### src/rtl/mips_run_ctrl.sv
// Run controller for the single-clock MIPS core: loads a program into the core while
// it is held in reset, then runs it until a self-loop halt or the cycle limit.
// Optional build macro SINGLE_STEP_EN adds step_mode/step for single-cycle stepping.
module mips_run_ctrl #(
  parameter int unsigned LEN_W      = 9,
  parameter int unsigned CYC_W      = 32,
  parameter int unsigned MAX_CYCLES = 0
) (
  input  logic             CLK,
  input  logic             RST,
  input  logic             start,
  input  logic             abort,
  input  logic [LEN_W-1:0] prog_len,
  input  logic             ld_valid,
  input  logic [31:0]      ld_data,
  output logic             ld_ready,
  input  logic [31:0]      core_pc,
  output logic             core_rst_n,
  output logic             core_ce,
  output logic [31:0]      w_ins,
  output logic             we,
  output logic             busy,
  output logic             done,
  output logic             timeout,
  output logic [31:0]      halted_pc,
  output logic [CYC_W-1:0] cyc_cnt
`ifdef SINGLE_STEP_EN
  ,
  input  logic             step_mode,
  input  logic             step
`endif
);

  typedef enum logic [2:0] {S_IDLE, S_LOAD, S_FLUSH, S_RUN, S_DONE} state_t;

  state_t           state, state_nxt;
  logic [LEN_W-1:0] len_q, wcnt;
  logic [31:0]      prev_pc;
  logic             have_prev, prev_match;
  logic             start_ok, accept, take, last_word;
  logic             run_en, pc_match, halt, limit;
  logic [CYC_W-1:0] cyc_inc;

`ifdef SINGLE_STEP_EN
  logic step_d, step_pulse;

  // A rising edge of step grants exactly one enabled cycle, one clock later.
  always_ff @(posedge CLK or negedge RST) begin
    if (!RST) begin
      step_d     <= 1'b0;
      step_pulse <= 1'b0;
    end else begin
      step_d     <= step;
      step_pulse <= step & ~step_d;
    end
  end

  assign run_en = (state == S_RUN) && (!step_mode || step_pulse);
`else
  assign run_en = (state == S_RUN);
`endif

  assign start_ok  = start && (prog_len != '0);
  assign accept    = ld_valid && ld_ready;
  assign take      = accept && !abort;
  assign last_word = accept && (wcnt == len_q - LEN_W'(1));
  assign pc_match  = have_prev && (core_pc == prev_pc);
  assign halt      = run_en && pc_match && prev_match;
  assign cyc_inc   = (cyc_cnt == '1) ? cyc_cnt : cyc_cnt + CYC_W'(1);
  assign limit     = run_en && (MAX_CYCLES != 0) && (cyc_inc == CYC_W'(MAX_CYCLES));

  always_ff @(posedge CLK or negedge RST) begin
    if (!RST) state <= S_IDLE;
    else      state <= state_nxt;
  end

  always_comb begin
    state_nxt = state;
    if (abort) begin
      state_nxt = S_IDLE;
    end else begin
      unique case (state)
        S_IDLE, S_DONE: if (start_ok) state_nxt = S_LOAD;
        S_LOAD:         if (last_word) state_nxt = S_FLUSH;
        S_FLUSH:        state_nxt = S_RUN;
        S_RUN:          if (halt || limit) state_nxt = S_DONE;
        default:        state_nxt = S_IDLE;
      endcase
    end
  end

  always_comb begin
    ld_ready   = (state == S_LOAD);
    core_rst_n = (state == S_RUN) || (state == S_DONE);
    core_ce    = run_en;
    busy       = (state == S_LOAD) || (state == S_FLUSH) || (state == S_RUN);
    done       = (state == S_DONE);
  end

  always_ff @(posedge CLK or negedge RST) begin
    if (!RST) begin
      w_ins      <= '0;
      we         <= 1'b0;
      timeout    <= 1'b0;
      halted_pc  <= '0;
      cyc_cnt    <= '0;
      len_q      <= '0;
      wcnt       <= '0;
      prev_pc    <= '0;
      have_prev  <= 1'b0;
      prev_match <= 1'b0;
    end else begin
      we <= take;
      if (take) begin
        w_ins <= ld_data;
        wcnt  <= wcnt + LEN_W'(1);
      end
      if (!abort && start_ok && (state == S_IDLE || state == S_DONE)) begin
        len_q     <= prog_len;
        wcnt      <= '0;
        cyc_cnt   <= '0;
        halted_pc <= '0;
        timeout   <= 1'b0;
      end
      // Halt compares against the PC of the previous enabled cycle only.
      if (state != S_RUN) begin
        have_prev  <= 1'b0;
        prev_match <= 1'b0;
      end else if (run_en && !abort) begin
        cyc_cnt    <= cyc_inc;
        prev_pc    <= core_pc;
        have_prev  <= 1'b1;
        prev_match <= pc_match;
        if (halt) begin
          halted_pc <= core_pc;
          timeout   <= 1'b0;
        end else if (limit) begin
          halted_pc <= core_pc;
          timeout   <= 1'b1;
        end
      end
      if (abort) timeout <= 1'b0;
    end
  end

endmodule
### config.mk
export PLATFORM = sky130hd
export DESIGN_NAME = mips_run_ctrl
export DESIGN_NICKNAME = d
export VERILOG_FILES = /design/src/rtl/mips_run_ctrl.sv
export SDC_FILE = /design/constraint.sdc
export NUM_CORES = 1
export LEC_CHECK = 0
export BUFFER_PORTS_ARGS = -buffer_cell sky130_fd_sc_hd__buf_2
export CAP_MARGIN = 15
export CORE_UTILIZATION = 50
export DETAILED_ROUTE_END_ITERATION = 8
export PLACE_DENSITY = 0.83
export SLEW_MARGIN = 20
export SYNTH_ARGS = -nofsm -noshare
export SYNTH_HDL_FRONTEND = slang
export SYNTH_SLANG_ARGS = --single-unit
### constraint.sdc
create_clock -name CLK -period 3.8 [get_ports CLK]
set_input_delay 0.19 -clock CLK [delete_from_list [all_inputs] [get_ports CLK]]
set_output_delay 0.19 -clock CLK [all_outputs]
set_load 0.1 [all_outputs]
==> flow_metrics.env <==
export IMPL_syn_inst=756
export IMPL_syn2layout_area_growth_pct=29.38
export IMPL_comb_power_share_pct=38.9
export IMPL_ys_types=58
export IMPL_cp_common_cell="nand4_1"
export IMPL_power_density_nw_per_um2=642.3
export IMPL_power_leakage_uw=0.004851
export IMPL_clock_latency_ps=440
export IMPL_drtAntennaViolNets=0
export IMPL_mostFrequentLayoutCell="buf_2"
export IMPL_tightest_slew_ps=1048
export IMPL_rows=44
export IMPL_synth_flop_cell="dfrtp_1"
export IMPL_peakVddDrop_uv=668.6
export IMPL_endpoint_kind="flip-flop"
export IMPL_worstSetupPathType="flip-flop to flip-flop"
export IMPL_critPathTopFamily="compound AO/OA/AOI/OAI gates"
export IMPL_maxCapViolCount=0
export IMPL_timing_fmax_mhz=392.8
export IMPL_final_nets=1067
export IMPL_cts_made_buffers=17
export IMPL_clk_pin_slew_ps=60
export IMPL_synth_edf_count=0
export IMPL_root_buffer="clkbuf_16"
export IMPL_clkPwrFrac_pct=26.7
export IMPL_synth_nets=837
export IMPL_holdBufCountCts=54
export IMPL_p_sw_share_pct=45.50
export IMPL_synth_seq_cells=153
export IMPL_cp_slowest_cell="a21oi_1"
export IMPL_syn_area_per_cell_sq_um=9.773
export IMPL_top_layer="met4"
export IMPL_place_gp_congestion=0.8676
export IMPL_drt_total_wl_microns=18270
export IMPL_fin_tns_setup_ps=0
export IMPL_intPower_uw=3346
export IMPL_io_buffer_count=180
export IMPL_dp_cells=1096
export IMPL_syn_area_sq_um=7388
export IMPL_die_h_microns=123.6
export IMPL_die_width_microns=123.6
export IMPL_cts_setup_buffers=0
export IMPL_grt_overflow_total=0
export IMPL_drtPass1Iterations=5
export IMPL_post_dp_hpwl_microns=11980
export IMPL_period_minus_slack_ps=2546
export IMPL_wl_met2_microns=9115
export IMPL_h_tree_depth=4
export IMPL_p_sw_uw=2794
export IMPL_arrival_ps=2870
export IMPL_critPathMaxStageDelay_ps=580
export IMPL_place_ws_ps=1345
export IMPL_antenna_found_initial=1
export IMPL_rsz0062_at_grt="false"
export IMPL_wl_met3_microns=981
export IMPL_drv_slew=0
export IMPL_ioPinCount=181
export IMPL_cp_cell_sequence="ha_1 > nand4_1 > nor3_1 > buf_4 > nand4_1 > a21oi_1 > o21ai_0 > o31ai_1"
export IMPL_core_area_sq_um=14480
export IMPL_cp_required_ps=4130
export IMPL_wl_per_cell_microns=15.43
export IMPL_clockBufferDepth=2
export IMPL_vias_per_cell=5.330
export IMPL_vias=6311
export IMPL_path_buf_inv=1
export IMPL_async_reset_ff_share_pct=100.0
export IMPL_fin_hold_ws_ps=4.898
export IMPL_finalCritPeriodShare_pct=67.00
export IMPL_setup_viol=0
export IMPL_post_cts_resized=0
export IMPL_drc_errors=0
export IMPL_initialDrtViolationCount=461
export IMPL_grtUsageTotal_pct=25.27
export IMPL_dieArea_sq_um=15270
export IMPL_cts_num_sinks=153
export IMPL_fin_cells=1184
export IMPL_drive_above_1_share_pct=26.83
export IMPL_worstHoldPathType="primary input to flip-flop"
export IMPL_setup_ws_ps=1254
export IMPL_worstPathMaxFanout=9
export IMPL_critPathLaunchType="flip-flop"
export IMPL_hold_viol=0
export IMPL_grt_pass1_vias=6068
export IMPL_grt_max_degree=100
export IMPL_skew_ps=12.01
export IMPL_yosysWarnings=0
export IMPL_initial_core_util_pct=51.03
export IMPL_status="completed"
export IMPL_cts_tree="yes"
export IMPL_m1WireLength_microns=7663
export IMPL_pwr_share_seq_pct=34.4
export IMPL_grt_pass1_wl_microns=29390
export IMPL_yosysSeqAreaShare_pct=51.82
export IMPL_relSlewSlack_pct=29.91
export IMPL_final_cell_mix="buf_2, nand2_1, dfrtp_1"
state kept, by name, summed over array words and instances (netlist names):
signal / flops
cyc_cnt: 32
state: 3
prev_match: 1
w_ins: 32
have_prev: 1
timeout: 1
prev_pc: 32
len_q: 9
halted_pc: 32
we: 1
wcnt: 9
worst paths after layout:
kind	startpoint	to	slack (ps)	depth (start not counted)
worst max-delay path	cyc_cnt[0]$_DFFE_PN0P_	cyc_cnt[13]$_DFFE_PN0P_	1250	8
worst min-delay path	core_pc[21]	prev_pc[21]$_DFFE_PN0P_	5	3
worst max register to register	cyc_cnt[0]$_DFFE_PN0P_	cyc_cnt[13]$_DFFE_PN0P_	1250	8
worst min register to register	prev_pc[12]$_DFFE_PN0P_	prev_pc[12]$_DFFE_PN0P_	490	2
max in group asynchronous	RST	prev_pc[8]$_DFFE_PN0P_	2430	3
min in group asynchronous	RST	w_ins[8]$_DFFE_PN0P_	430	2
worst register-to-register path: cells and delay by family (launching register included):
family	cells	cell delay, ps
adders and majority gates	1	280
and+or+nand+nor	3	730
DFF	1	410
AOI/OAI and AO/OA	3	870
buffers and inverters	1	160
Yosys cell counts (all sizes together), types with 13 or more instances:
cell type / number / area (sq um)
xnor2: 14 / 122.6
nor2: 41 / 153.9
o21ai: 28 / 140.1
buf: 14 / 92.58
a21oi: 13 / 65.06
nand2: 178 / 668.1
xor2: 38 / 332.8
mux2: 32 / 360.4
clkbuf: 19 / 72.56
inv: 47 / 176.4
mux2i: 39 / 390.4
nand3: 16 / 80.08
dfrtp: 153 / 3829
nor3: 14 / 81.33
nor4: 13 / 106.4
nand4: 16 / 100.1
cell families (layout without fill, tap and decap cells):
logic type | Yosys count | after routing | synth area share [%]
simple gates | 318 | 318 | 19.90
other cells | 0 | 1 | 0
xor+xnor | 52 | 52 | 6.164
mux | 71 | 71 | 10.16
compound gates | 79 | 79 | 6.825
buf+inv | 80 | 323 | 4.623
flops | 153 | 153 | 51.82
fa+ha+maj | 3 | 3 | 0.5081
area by class of cell:
type / count / area [sq um]
fill: 1113 / 4920
sequential: 153 / 3829
multi-input combinational: 523 / 3228
timing repair buffer: 244 / 1525
clock buffer: 17 / 425.4
tap: 184 / 230.2
inverter: 47 / 176.4
clock inverter: 15 / 142.6
antenna: 1 / 2.502
power by group through the flow:
stage	Combinational, uW	Sequential, uW	Clock, uW
floorplan	657	3370	0
finish	2390	2110	1640
detailed placement	2340	2130	0
global route	2490	2150	1730
global placement	2310	2110	0
CTS	2390	2100	1660
routing by layer:
layer  up-vias  track usage, %
met2       217           42.25
li1       3007               -
met1      3049           31.37
met3        38           5.673
met5         -               0
met4         0           10.99
per-stage QoR:
stage                     instance area (sq um)  utilization, %  power, uW
after floorplan                            7393               -       4025
after global placement                     8438           58.28       4420
after detailed placement                   8438           58.28       4469
after CTS                                  9547           65.94       6149
after global routing                       9557           66.00       6373
final                                      9559           66.02       6140
Note: power is estimated with default switching activity, not from simulation.
